**config.mk**
```make
export PLATFORM = sky130hd
export DESIGN_NAME = mul_shift_add_flat
export DESIGN_NICKNAME = d
export VERILOG_FILES = /design/src/rtl/mul_shift_add_if.sv /design/src/rtl/mul_shift_add.sv /design/src/flat_wrapper.sv
export SDC_FILE = /design/constraint.sdc
export NUM_CORES = 1
export LEC_CHECK = 0
export ABC_AREA = 1
export ABC_CLOCK_PERIOD_IN_PS = 6100
export CAP_MARGIN = 5
export CORE_ASPECT_RATIO = 1.25
export CORE_UTILIZATION = 57
export CTS_CLUSTER_SIZE = 40
export DETAILED_ROUTE_END_ITERATION = 10
export PLACE_DENSITY = 0.87
export RECOVER_POWER = 50
export SLEW_MARGIN = 20
export SYNTH_ARGS = -nofsm -noshare
export SYNTH_HDL_FRONTEND = slang
export SYNTH_SLANG_ARGS = --single-unit
```
**constraint.sdc**
```tcl
create_clock -name clk -period 6.1 [get_ports clk]
set_input_delay 1.22 -clock clk [delete_from_list [all_inputs] [get_ports clk]]
set_output_delay 1.22 -clock clk [all_outputs]
set_load 0.02 [all_outputs]
```
**src/rtl/mul_shift_add_if.sv**
```systemverilog
// Run/ready handshake bundle for the sequential shift-add multiplier.
interface mul_shift_add_if #(
  parameter int unsigned WIDTH = 32
);
  logic                 run;
  logic [WIDTH-1:0]     multiplicand;
  logic [WIDTH-1:0]     multiplier;
  logic [2*WIDTH-1:0]   product;
  logic                 busy;
  logic                 ready;

  modport master (
    output run,
    output multiplicand,
    output multiplier,
    input  product,
    input  busy,
    input  ready
  );

  modport slave (
    input  run,
    input  multiplicand,
    input  multiplier,
    output product,
    output busy,
    output ready
  );
endinterface

```
**src/rtl/mul_shift_add.sv**
```systemverilog
// Sequential unsigned shift-add multiplier: one iteration per clock, WIDTH iterations per product.
module mul_shift_add #(
  parameter int unsigned WIDTH = 32
) (
  input logic            clk,
  input logic            rst,
  mul_shift_add_if.slave bus
);

  localparam int unsigned CntW = $clog2(WIDTH) + 1;

  typedef enum logic [1:0] {StIdle, StCalc, StDone} state_e;

  state_e               state_q, state_d;
  logic [WIDTH-1:0]     mcand_q, mcand_d;
  logic [2*WIDTH-1:0]   prod_q, prod_d;
  logic [CntW-1:0]      cnt_q, cnt_d;
  logic                 busy_q, busy_d;
  logic                 ready_q, ready_d;

  logic [WIDTH:0]       addend;
  logic [WIDTH:0]       sum;

  // Upper half plus the (optional) multiplicand; the extra bit keeps the carry.
  assign addend = prod_q[0] ? {1'b0, mcand_q} : '0;
  assign sum    = {1'b0, prod_q[2*WIDTH-1:WIDTH]} + addend;

  always_comb begin
    state_d = state_q;
    mcand_d = mcand_q;
    prod_d  = prod_q;
    cnt_d   = cnt_q;
    busy_d  = busy_q;
    ready_d = ready_q;
    unique case (state_q)
      StIdle: begin
        if (bus.run) begin
          mcand_d = bus.multiplicand;
          prod_d  = {{WIDTH{1'b0}}, bus.multiplier};
          cnt_d   = '0;
          busy_d  = 1'b1;
          ready_d = 1'b0;
          state_d = StCalc;
        end
      end
      StCalc: begin
        prod_d = {sum, prod_q[WIDTH-1:1]};
        cnt_d  = cnt_q + 1'b1;
        if (cnt_q == CntW'(WIDTH - 1)) begin
          busy_d  = 1'b0;
          ready_d = 1'b1;
          state_d = StDone;
        end
      end
      StDone: begin
        // No auto-restart: run must drop for a cycle to re-arm.
        if (!bus.run) begin
          ready_d = 1'b0;
          state_d = StIdle;
        end
      end
      default: begin
        state_d = StIdle;
        busy_d  = 1'b0;
        ready_d = 1'b0;
      end
    endcase
  end

  always_ff @(posedge clk) begin
    if (rst) begin
      state_q <= StIdle;
      mcand_q <= '0;
      prod_q  <= '0;
      cnt_q   <= '0;
      busy_q  <= 1'b0;
      ready_q <= 1'b0;
    end else begin
      state_q <= state_d;
      mcand_q <= mcand_d;
      prod_q  <= prod_d;
      cnt_q   <= cnt_d;
      busy_q  <= busy_d;
      ready_q <= ready_d;
    end
  end

  assign bus.product = prod_q;
  assign bus.busy    = busy_q;
  assign bus.ready   = ready_q;

endmodule
```
**src/flat_wrapper.sv**
```systemverilog
// flat-port wrapper written by rule: the top's interface ports become plain ports
module mul_shift_add_flat 
#(
  parameter int unsigned WIDTH = 32
)
  (clk, rst, bus_run, bus_multiplicand, bus_multiplier, bus_product, bus_busy, bus_ready);
  mul_shift_add_if #(.WIDTH(WIDTH)) bus_i ();
  input logic clk;
  input logic rst;
  input wire logic [$bits(bus_i.run)-1:0] bus_run;
  input wire logic [$bits(bus_i.multiplicand)-1:0] bus_multiplicand;
  input wire logic [$bits(bus_i.multiplier)-1:0] bus_multiplier;
  output wire logic [$bits(bus_i.product)-1:0] bus_product;
  output wire logic [$bits(bus_i.busy)-1:0] bus_busy;
  output wire logic [$bits(bus_i.ready)-1:0] bus_ready;
  assign bus_i.run = bus_run;
  assign bus_i.multiplicand = bus_multiplicand;
  assign bus_i.multiplier = bus_multiplier;
  assign bus_product = bus_i.product;
  assign bus_busy = bus_i.busy;
  assign bus_ready = bus_i.ready;
  mul_shift_add #(.WIDTH(WIDTH)) u_core (.clk(clk), .rst(rst), .bus(bus_i));
endmodule
```
# == After elaboration in Yosys (flattened, before gate mapping) ==
# Index checks and enable logic that the tools add are counted.
# classes
eq_ne,6
n_reduce_logical,6
add_sub_neg,2
n_bitwise,1
n_mux,16
# op_table
operator,n
64-bit one-hot mux with 2 select lines,1
64-bit two-way mux,1
32-bit by 33-bit adder with 33-bit output,1
32-bit two-way mux,1
6-bit one-hot mux with 2 select lines,1
"6-bit by 1-bit adder with 6-bit output, second input constant",1
"6-bit by 5-bit equality test with 1-bit output, second input constant",1
2-bit two-way mux,3
6-bit two-way mux,1
1-bit one-hot mux with 3 select lines,2
2-bit one-hot mux with 3 select lines,1
3-bit AND reduction,2
1-bit two-way mux,5
"2-bit inequality test, second input constant",2
2-bit AND reduction,2
"2-bit by 1-bit equality test with 1-bit output, second input constant",1
"2-bit equality test, second input constant",1
2-bit zero test,1
"2-bit by 1-bit inequality test with 1-bit output, second input constant",1
2-bit nonzero test,1
1-bit inverter,1
# word_totals
reg_bits,106
output_inout_bits,66

# == Logic depth before layout (Yosys ltp) ==
# depth
depth_word,3
mapped_depth,18

# == Least setup slack after synthesis ==
# No wires, ideal clock.
# synth_timing
path_kind,register to register
start,register u_core.prod_q[0] (netlist: u_core.bus.product[0])
end,register u_core.prod_q[47] (netlist: u_core.bus.product[47])
setup_ns,0.132
path_buffers,2
t_required_ns,5.968
arrival_time_ns,2.157
path_slack_ns,3.811
stages_incl_launch_ff,16
path_cell_list,dfxtp_1 > clkbuf_1 > clkbuf_1 > nand2_1 > inv_1 > ha_1 > nand2_2 > inv_1 > nand2_1 > nand2_1 > o21bai_2 > inv_2 > nand2_1 > or2_1 > nand2_1 > a21oi_1
# synth_between
elab_chain_cells,3
# synth_lines
item,line_no,source
from (decl),mul_shift_add.sv:16,"logic [2*WIDTH-1:0] prod_q, prod_d;"
from (signal assigned),mul_shift_add.sv:81,prod_q <= prod_d;
32-bit two-way mux,mul_shift_add.sv:25,"assign addend = prod_q[0] ? {1'b0, mcand_q} : '0;"
32-bit by 33-bit adder with 33-bit output,mul_shift_add.sv:26,"assign sum = {1'b0, prod_q[2*WIDTH-1:WIDTH]} + addend;"
64-bit one-hot mux with 2 select lines,mul_shift_add.sv:35,unique case (state_q)
# Every way passes these cells.
# A chain may end at the register's enable or synchronous reset.

# == Final worst setup path ==
# layout_timing
start,input bus_run
end,register u_core.prod_q[59] (netlist: u_core.bus.product[59])
# layout_between
elab_chain_cells,2
# layout_lines
item,line_no,source
from (decl),flat_wrapper.sv:10,input wire logic [$bits(bus_i.run)-1:0] bus_run;
2-bit inequality test (no source line),n/a,
2-bit AND reduction (no source line),n/a,
# Every way passes these cells.

==> qor.csv <==
metric,value,unit
setup.worst_path.class,in -> reg,
port_buffers,132,
initial_utilization,59.52,%
core.rowCount,43,
min_path_type,reg -> reg,
worst_path_largest_cell_delay,1670,ps
cts_sinks,105,
gp_congestion,0.9731,
ant_nets,0,
placedInstanceArea,0.008051,mm2
worstPathRequired,6370,ps
fin_crit,4274,ps
fmax,234.0,MHz
core_area,0.01124,mm2
setup_viol,0,
finalHoldViolCount,0,
use_met3,5.653,%
worstMarginPinSlew,2531,ps
final_common_cell,nand2_1,
grt_use_met1,35.35,%
drt_wl_total,17.88,mm
drv_cap,2,
ctsHoldBuffers,0,
powerDensity,195.4,mW/mm2
crit_chain,dlygate4sd3_1 > nand2_1 > inv_2 > nor2_1 > buf_4 > nand2_1 > a21oi_1,
fin_skew,8.268,ps
die_area,0.01218,mm2
yosysSeqAreaShare,31.41,%
crit_path_start,bus_run,
rsz0062_at_grt,no,
grt-ovfl-total,0,
hp-start,u_core.bus.product[1]$_SDFFE_PP0P_,
n_fill_cell,925,
grt_pass1_vias,6608,
syn_nets,1145,
grt-busiest-layer,met2,
post_drt_wl_per_cell,13.82,um
worst-path-buf-inv,3,
power.leakage,0.004252,uW
clk-insertion-delay-late,350,ps
multi_input_area,0.003702,mm2
cts_setup_buffers,0,
min_period_over_period,70.07,%
yosysUniqueCellTypes,34,
dpl.hpwl,13.15,mm
arrival,4550,ps
clock-root-buffer,clkbuf_16,
cpMaxStageDelayCell,nor2_1,
pin_count,133,
drive_above_1_share,8.369,%
fin_nets,1255,
clock_path_buffers,2,
synth_area,0.006693,mm2
synthCells,1044,
use_met2,53.32,%
ys_ff_latch,105,
mostFrequentLayoutCells,"nand2_1 (284), inv_1 (173), nor2_1 (107), dfxtp_1 (105), a21oi_1 (93)",
fin_area,0.008324,mm2
antenna_found_initial,0,
area_growth,24.38,%
seqCellArea,0.002102,mm2
drt-pass1-iter-count,5,
syn_avg_cell_area,6.411,um2
die_height,123.2,um
ys_warn_count,0,
cts_buffers,9,
die_w,98.92,um
status,"complete, but fails checks",
grt_pass1_wl,29.62,mm
grtUsageTotal,30.13,%
cts_resized,0,
vias_per_cell,5.384,
slew_headroom,-68.70,%
cts_htree_levels,3,
crit_fanout,34,
crit_top_cell,nand2_1,
cpLargestDelayFamily,simple AND/OR/NAND/NOR gates,
antenna_cells,0,
critPathLaunchType,primary input,
max-vdd-ir-drop,0.0001693,V
violations,"capacitance limit, slew limit",
place_ws,2716,ps
grt_max_degree,67,
timing.final.ws_setup,1826,ps
drv_slew,101,
path_clk_slew,80,ps
setup_tns,0,ps
drc,0,
cts_tree,done,
route.vias.total,6967,
first_iter_violations,354,
r2r_start,u_core.state_q[1]$_SDFFE_PP0P_,
power.total,1627,uW
cp-end-kind,register,
through the flow:
| stage | hold slack [ps] | utilization [%] | std cells |
|---|---|---|---|
| floorplan | 432.6 | - | 1044 |
| global route | 483.1 | 74.03 | 1294 |
| finish | 465.1 | 74.03 | 1294 |
| global placement | 449.1 | 71.60 | 1278 |
| detailed placement | 456.1 | 71.60 | 1278 |
| CTS | 467.1 | 74.15 | 1294 |
worst paths after layout:
path / cells past startpoint / slack, ps / to
max reg2reg: 7 / 2770 / u_core.bus.product[59]$_SDFFE_PP0P_
max: 7 / 1830 / u_core.bus.product[59]$_SDFFE_PP0P_
min: 2 / 470 / u_core.bus.product[1]$_SDFFE_PP0P_
min reg2reg: 2 / 470 / u_core.bus.product[1]$_SDFFE_PP0P_
synth_stat cells:
master    count  area share (%)
nand2_1     284              16
inv_1       173             9.7
nor2_1      106             5.9
dfxtp_1     105              31
a21oi_1      93             7.0
o21ai_0      47             3.5
nand3_1      36             2.7
ha_1         33             6.2
o221ai_1     32             4.2
clkbuf_1     23             1.3
nand2_2      19             1.8
nand3_2      15             2.2
inv_2        14            0.79
buf_2        11            0.82
a21oi_2       8             1.0
nor2_2        6            0.56
nor3_2        5            0.75
nand3b_1      4            0.45
buf_4         3            0.34
nand4_1       3            0.28
nor2_4        3            0.50
or2_1         3            0.28
or2_2         3            0.28
a21o_1        2            0.22
a221oi_2      2            0.45
nor3_1        2            0.15
o21bai_1      2            0.22
a211oi_1      1            0.11
buf_1         1           0.056
buf_6         1            0.17
fa_1          1            0.30
nand2_4       1            0.17
o21ai_1       1           0.075
o21bai_2      1            0.17
kinds of logic after synthesis:
kind of cell	count (synthesis)	synth area share [%]
AO/OA/AOI/OAI	189	16.96
flip-flops	105	31.41
adder cells (fa/ha/maj)	34	6.469
AND/OR/NAND/NOR	490	32.01
buffers and inverters	226	13.16
power by group:
| part | switching [uW] | total, uW | internal (uW) |
|---|---|---|---|
| registers | 32.7 | 763 | 730 |
| clock network | 282 | 576 | 294 |
| logic | 165 | 288 | 123 |
| total | 479 | 1630 | 1150 |
worst min-delay path: stages (launching register included):
cell and delay, ps:
dfxtp_1 320, inv_1 50, a21oi_1 50
layout make-up:
class | count | share of cell area [%]
clock inverters | 6 | 0.5712
inverters | 187 | 8.432
repair buffers | 138 | 16.37
clock buffers | 10 | 2.871
multi-input cells | 713 | 44.48
flip-flops and latches | 105 | 25.25
well taps | 135 | 2.029
routing by layer:
| layer | routed length [um] | vias to the layer above |
|---|---|---|
| met3 | 1037 | 49 |
| li1 | - | 3516 |
| met2 | 8820 | 227 |
| met4 | 577 | 0 |
| met1 | 7446 | 3175 |
| met5 | 0 | - |
registers in the layout (all words and copies together), names as in the netlist:
signal	flops
u_core.bus.product	64
u_core.state_q	2
u_core.mcand_q	32
u_core.cnt_q	6
u_core.bus.busy	1
Power figures use the tool's default switching activity.
